==> config.mk <==
export PLATFORM = sky130hd
export DESIGN_NAME = instruction_loader
export DESIGN_NICKNAME = d
export VERILOG_FILES = /design/src/rtl/loader_pkg.sv /design/src/rtl/instruction_loader.sv
export SDC_FILE = /design/constraint.sdc
export NUM_CORES = 1
export LEC_CHECK = 0
export CAP_MARGIN = 20
export CORE_MARGIN = 10
export CORE_UTILIZATION = 55
export CTS_CLUSTER_DIAMETER = 80
export DETAILED_ROUTE_END_ITERATION = 6
export PLACE_DENSITY = 0.84
export SLEW_MARGIN = 20
export SYNTH_ARGS = -nofsm -noshare
export SYNTH_HDL_FRONTEND = slang
export SYNTH_SLANG_ARGS = --single-unit
export TNS_END_PERCENT = 100
==> constraint.sdc <==
create_clock -name clk -period 2.15 [get_ports clk]
set_clock_uncertainty 0.05 [all_clocks]
set_input_delay 0.5375 -clock clk [delete_from_list [all_inputs] [get_ports clk]]
set_output_delay 0.5375 -clock clk [all_outputs]
set_load 0.02 [all_outputs]
==> src/rtl/loader_pkg.sv <==
// Shared types and constants for the instruction loader: FSM state encoding,
// fixed word geometry and the byte-to-instruction packing helpers.
package loader_pkg;

   localparam int INSTR_W         = 19;
   localparam int ADDR_W          = 12;
   localparam int BYTES_PER_INSTR = 3;

   typedef enum logic [2:0] {
      IDLE,
      S_ADDR_LO,
      S_CNT_HI,
      S_CNT_LO,
      S_B0,
      S_B1,
      S_B2,
      DONE
   } state_t;

   // Only the low three bits of B0 carry payload; the rest must be zero.
   function automatic logic [INSTR_W-1:0] assemble_instr(input logic [7:0] b0,
                                                         input logic [7:0] b1,
                                                         input logic [7:0] b2);
      return {b0[2:0], b1, b2};
   endfunction

   function automatic logic b0_malformed(input logic [7:0] b0);
      return |b0[7:3];
   endfunction

endpackage

==> src/rtl/instruction_loader.sv <==
// Byte-stream program loader: parses an address/count header, packs 3-byte
// groups into instructions and writes them to instruction memory in sequence.
module instruction_loader #(
   parameter int ADDR_W  = 12,
   parameter int INSTR_W = 19
) (
   input  logic               clk,
   input  logic               rst,
   input  logic [7:0]         in_data,
   input  logic               in_valid,
   output logic               in_ready,
   output logic               mem_we,
   output logic [ADDR_W-1:0]  mem_addr,
   output logic [INSTR_W-1:0] mem_wdata,
   output logic               busy,
   output logic               done,
   output logic               err
);
   import loader_pkg::*;

   // Handshake: a byte moves on a rising edge where in_valid && in_ready are
   // both high; in_valid may drop at any time, stalling the FSM indefinitely.
   state_t            state;
   state_t            state_nxt;
   logic              accept;
   logic [7:0]        hold_q;     // ADDR_HI, then CNT_HI, then B0 of each group
   logic [7:0]        byte1_q;
   logic [ADDR_W-1:0] addr_q;
   logic [11:0]       remain_q;

   assign accept = in_valid & in_ready;

   always_comb begin
      state_nxt = state;
      if (accept) begin
         unique case (state)
            IDLE:      state_nxt = S_ADDR_LO;
            S_ADDR_LO: state_nxt = S_CNT_HI;
            S_CNT_HI:  state_nxt = S_CNT_LO;
            S_CNT_LO:  state_nxt = ({hold_q[3:0], in_data} == 12'd0) ? DONE : S_B0;
            S_B0:      state_nxt = S_B1;
            S_B1:      state_nxt = S_B2;
            S_B2:      state_nxt = (remain_q == 12'd1) ? DONE : S_B0;
            default:   state_nxt = state;
         endcase
      end
      if (state == DONE) begin
         state_nxt = IDLE;
      end
   end

   always_ff @(posedge clk) begin
      if (rst) begin
         state     <= IDLE;
         in_ready  <= 1'b0;
         mem_we    <= 1'b0;
         mem_addr  <= '0;
         mem_wdata <= '0;
         busy      <= 1'b0;
         done      <= 1'b0;
         err       <= 1'b0;
         hold_q    <= 8'd0;
         byte1_q   <= 8'd0;
         addr_q    <= '0;
         remain_q  <= 12'd0;
      end else begin
         state    <= state_nxt;
         // Status flags are derived from the next state so they line up with it.
         in_ready <= (state_nxt != DONE);
         busy     <= (state_nxt != IDLE);
         done     <= (state_nxt == DONE);
         mem_we   <= 1'b0;
         if (accept) begin
            unique case (state)
               IDLE: begin
                  hold_q <= in_data;
                  err    <= 1'b0;
               end
               S_ADDR_LO: addr_q   <= ADDR_W'({hold_q[3:0], in_data});
               S_CNT_HI:  hold_q   <= in_data;
               S_CNT_LO:  remain_q <= {hold_q[3:0], in_data};
               S_B0: begin
                  hold_q <= in_data;
                  if (b0_malformed(in_data)) begin
                     err <= 1'b1;
                  end
               end
               S_B1: byte1_q <= in_data;
               S_B2: begin
                  mem_we    <= 1'b1;
                  mem_addr  <= addr_q;
                  mem_wdata <= INSTR_W'(assemble_instr(hold_q, byte1_q, in_data));
                  addr_q    <= addr_q + 1'b1;
                  remain_q  <= remain_q - 12'd1;
               end
               default: ;
            endcase
         end
      end
   end

endmodule

After elaboration in Yosys (flattened, before gate mapping). Index checks and enable logic that the tools add are counted.

Input bits: 11. Bits in registers: 75. Output and inout bits: 36.

Add/subtract/negate cells: 2. Equality and inequality tests: 11. Reductions and logical operators: 15. Multiplexer cells: 10. Bitwise logic cells: 2.

Operators by type and width (count): one-hot mux 12 bit (2 select lines) (2); one-hot mux 3 bit (7 select lines) (1); equality test 3 bit, second input constant (5); adder 12 x 1 -> 12 bit, second input constant (1); equality test 12 x 1 -> 1 bit, second input constant (1); zero test 12 bit (1); subtractor 12 x 1 -> 12 bit, second input constant (1); AND reduction 2 bit (5); equality test 3 x 2 -> 1 bit, second input constant (2); two-way mux 3 bit (2); nonzero test 2 bit (3); OR reduction 5 bit (1); two-way mux 2 bit (2); equality test 3 x 1 -> 1 bit, second input constant (1); zero test 3 bit (1); != test 3 bit, second input constant (1); AND reduction 3 bit (1); nonzero test 3 bit (1); OR reduction 3 bit (1); two-way mux 1 bit (2); != test 2 bit, second input constant (1); one-hot mux 1 bit (2 select lines) (1); OR reduction 2 bit (1); bitwise AND 1 bit (1); NOT 1 bit (1).

Longest topological paths before layout.
Depth in word-level cells: 6. Depth in mapped cells: 7. Mapped depth without buffers: 6.

Worst setup path before layout. No wires, ideal clock.

Kind: input to register. Start: input port in_valid. End: register remain_q[11]. Required time: 2.023 ns. Slack: 0.539 ns. Path buffers: 1. Stages: 5. Data arrival time: 1.484 ns. Cell sequence: and3b_1 > buf_2 > nand3_1 > or3_1 > a41oi_2.

Longest elaborated chain between the ends: 2.

Ends and longest elaborated chain: from (decl) (RTL line instruction_loader.sv:10) `input logic in_valid,`; bitwise AND 1 bit (RTL line instruction_loader.sv:31) `assign accept = in_valid & in_ready;`; AND reduction 2 bit (no line); to (signal assigned) (RTL line instruction_loader.sv:81) `S_CNT_LO: remain_q <= {hold_q[3:0], in_data};`; to (signal assigned) (RTL line instruction_loader.sv:94) `remain_q <= remain_q - 12'd1;`; to (decl) (RTL line instruction_loader.sv:29) `logic [11:0] remain_q;`.

No other way between the ends. A chain may end at the register's enable or synchronous reset.

Worst setup path after layout.
Start: register in_ready. End: output port in_ready.

RTL lines: from (decl) (RTL line instruction_loader.sv:11) `output logic in_ready,`; from (signal assigned) (RTL line instruction_loader.sv:69) `in_ready <= (state_nxt != DONE);`.

No word-level cell between the ends.

==> impl_metrics.tcl <==
set metrics [dict create \
    status "complete, no violations" \
    wire_per_inst_um 17.1 \
    dieWidth_um 100 \
    seq_area_um2 1500 \
    netlist_instances 444 \
    cts_tree "built" \
    cp-end-kind "output port" \
    p_leak_nw 1.42 \
    cp.required_ps 1560 \
    numPortBuffers 46 \
    wl_um 9820 \
    slew-limit-headroom 0.631 \
    worstPathMaxFanout 5 \
    clk_latency_ps 350 \
    worstSetupStartpointType "flop" \
    top_level_ports 47 \
    synth_cell_type_count 56 \
    synth_edf_count 0 \
    r2r-start "state[0]$_SDFF_PP0_" \
    setup_viol 0 \
    met2_length_um 4720 \
    ant_nets 0 \
    slowest_delay_ps 630 \
    maxCapViolCount 0 \
    core_area_um2 6310 \
    wl_met3_um 760 \
    syn_area_um2 3550 \
    dp_slack_ps 30.1 \
    async_flop_share 0 \
    ff2ff_setup_slack_ps 230 \
    track_usage 0.192 \
    dieArea_um2 10100 \
    met1_length_um 4030 \
    slowest_stage "clkdlybuf4s50_1" \
    ctsHoldBuffers 0 \
    cts_buffers 9 \
    dr.pass1.iters 5 \
    drc_errors 0 \
    cts-root-buf "clkbuf_8" \
    h-tree-depth 3 \
    drive_gt1_frac 0.106 \
    grt_pass1_vias 3257 \
    dp_hpwl_um 6800 \
    hold_violations 0 \
    multiInputGateArea_um2 1840 \
    viasPerCell 6.01 \
    synth.ff_latch_count 75 \
    p_total_w 0.00260 \
    rsz0062_at_grt "no" \
    gr-total-overflow 0 \
    synthFlopType "dfxtp_1" \
    start_util 0.563 \
    setup_ws_ps 199 \
    period_needed_ps 1950 \
    timing.fmax_mhz 513 \
    gp_congestion 0.932 \
    ys_seq_area_frac 0.423 \
    postCtsResizedCells 0 \
    tightest_slew_ps 550 \
    antenna_found_initial 0 \
    hold_class "reg2reg" \
    ys.warnings.count 0 \
    tns_ps 0 \
    fin_crit_sh 0.907 \
    r2r_cells 4 \
    vias 3456 \
    row_count 29 \
    drt_iter0_markers 332 \
    cts.path.max_buffers 2 \
    syn_area_per_cell_um2 8.00 \
    clk_pin_slew_ps 80 \
    p_per_area_nw_per_um2 597 \
    cp.arrival_ps 1360 \
    crit_start "in_ready$_SDFF_PP0_" \
    syn-num-nets 458 \
    path_class "reg2out" \
    rr_endpoint "addr_q[7]$_SDFFE_PP0P_" \
    path_depth 1 \
    top_layer "met4" \
    post_cts_buffers 0 \
    critPathCapture "in_ready" \
    fill_cells 511 \
    nets 507 \
    crit_buf_inv 1 \
    n_antenna_cell 0 \
    crit_path_cell_trace "clkdlybuf4s50_1" \
    ir_drop_mv 0.539 \
    die_h_um 100 \
    cpLargestDelayFamily "buffers and inverters" \
    grt_first_pass_wirelength_um 15800 \
    slew_violations 0 \
    clkSinkCount 75 \
    syn2layout_area_growth_pct 22.7 \
    grt_max_degree 33 \
]
## worst reg2reg max path, stage by stage, from the launching register on
cell and delay, ps:
dfxtp_1 450, nand3b_1 440, or4_1 630, o211ai_1 110, a211oi_1 100
## cells in the final DEF (no fill, tap or decap), types with 2 or more instances in the layout
master,synthesis,routed
o21ai_1,10,10
buf_12,0,6
nor3b_1,6,6
a221oi_1,4,4
and3_1,4,4
nand3_1,14,14
buf_4,1,20
ha_1,3,3
nor2_1,29,28
mux2i_1,8,8
a21oi_1,58,58
clkdlybuf4s50_1,0,45
a31oi_1,7,7
o211ai_1,3,3
clkbuf_8,2,9
nor3_1,11,11
o21a_1,3,3
dfxtp_1,75,75
a21o_1,2,2
nand4_1,6,6
o21ai_0,17,17
a31o_2,2,2
nor4_1,6,6
and3b_1,2,2
and2_1,7,7
inv_1,6,6
nand2b_1,2,2
a311oi_1,3,3
inv_6,0,4
a211oi_1,6,6
nor4_4,2,2
or4_1,2,2
nand2_1,89,89
nand3b_1,2,2
## per-stage QoR
| stage | cells | cell area [um^2] | hold WS (ps) | util |
|---|---|---|---|---|
| after floorplan | 444 | 3550 | 381 | - |
| after global placement | 559 | 4180 | 390 | 0.662 |
| after detailed placement | 559 | 4180 | 394 | 0.662 |
| after CTS | 575 | 4360 | 406 | 0.691 |
| after global routing | 575 | 4360 | 429 | 0.691 |
| final | 575 | 4360 | 406 | 0.691 |
## state kept, by name, summed over array words and instances (netlist names), 3 cells and up
register	cells
mem_wdata	19
mem_addr	12
addr_q	12
hold_q	4
byte1_q	8
state	3
remain_q	12
## final cells by class
cell class                      count  share of cell area
Timing Repair Buffer               72               0.166
Tap cell                           77              0.0221
Clock buffer                        9              0.0284
Inverter                            6             0.00516
Clock inverter                      7              0.0129
Multi-Input combinational cell    329               0.421
Sequential cell                    75               0.344
## synthesized netlist by cell type, drive strengths merged (2+ instances only)
library cell / number / share of area
a31o: 2 / 0.0049
a21oi: 58 / 0.082
inv: 6 / 0.0063
nor4: 8 / 0.023
a21o: 2 / 0.0042
a31oi: 7 / 0.012
or4: 2 / 0.0042
buf: 19 / 0.034
and3b: 2 / 0.0049
dfxtp: 75 / 0.42
nor2: 29 / 0.031
and2: 8 / 0.014
nand3b: 2 / 0.0042
nand4: 6 / 0.011
nand3: 14 / 0.020
a211oi: 6 / 0.013
nand2b: 2 / 0.0035
nor3: 12 / 0.020
o21ai: 27 / 0.038
a311oi: 3 / 0.0074
a221oi: 4 / 0.0099
nor3b: 6 / 0.013
o211ai: 3 / 0.0063
mux2i: 8 / 0.023
o21a: 3 / 0.0063
nand2: 90 / 0.097
and3: 4 / 0.0070
ha: 3 / 0.011
a41oi: 2 / 0.0070
clkbuf: 15 / 0.021
## power breakdown
group,internal [W],switching [W]
clock network,0.000435,0.000574
registers,0.00140,0.0000229
logic,0.0000732,0.0000952
total,0.00191,0.000693
## kinds of logic (layout without fill, tap and decap cells)
group                    Yosys count  after routing  share of synthesized area
AO/OA/AOI/OAI                    126            126                      0.214
buffers and inverters             40             94                     0.0616
flip-flops                        75             75                      0.423
AND/OR/NAND/NOR                  190            190                      0.263
multiplexers                       8              8                     0.0225
adder cells (fa/ha/maj)            3              3                     0.0106
XOR/XNOR                           2              2                    0.00493
## per-layer routing
metal	global-route usage	vias to the layer above
met5	0	-
met2	0.309	145
met1	0.231	1604
met3	0.0453	30
li1	-	1677
met4	0.101	0
## worst min path at each step
| stage | from | endpoint | slack [ps] | cells after the start |
|---|---|---|---|---|
| after floorplan | byte1_q[2]$_SDFFE_PP0P_ | mem_wdata[10]$_SDFFE_PP0P_ | 380 | 2 |
| after global placement | byte1_q[6]$_SDFFE_PP0P_ | mem_wdata[14]$_SDFFE_PP0P_ | 390 | 2 |
| after detailed placement | byte1_q[6]$_SDFFE_PP0P_ | mem_wdata[14]$_SDFFE_PP0P_ | 390 | 2 |
| after CTS | byte1_q[6]$_SDFFE_PP0P_ | mem_wdata[14]$_SDFFE_PP0P_ | 410 | 2 |
| after global routing | byte1_q[7]$_SDFFE_PP0P_ | mem_wdata[15]$_SDFFE_PP0P_ | 430 | 2 |
| final | mem_wdata[8]$_SDFFE_PP0P_ | mem_wdata[8]$_SDFFE_PP0P_ | 410 | 2 |
No activity file was read; power rests on OpenSTA's default activity.
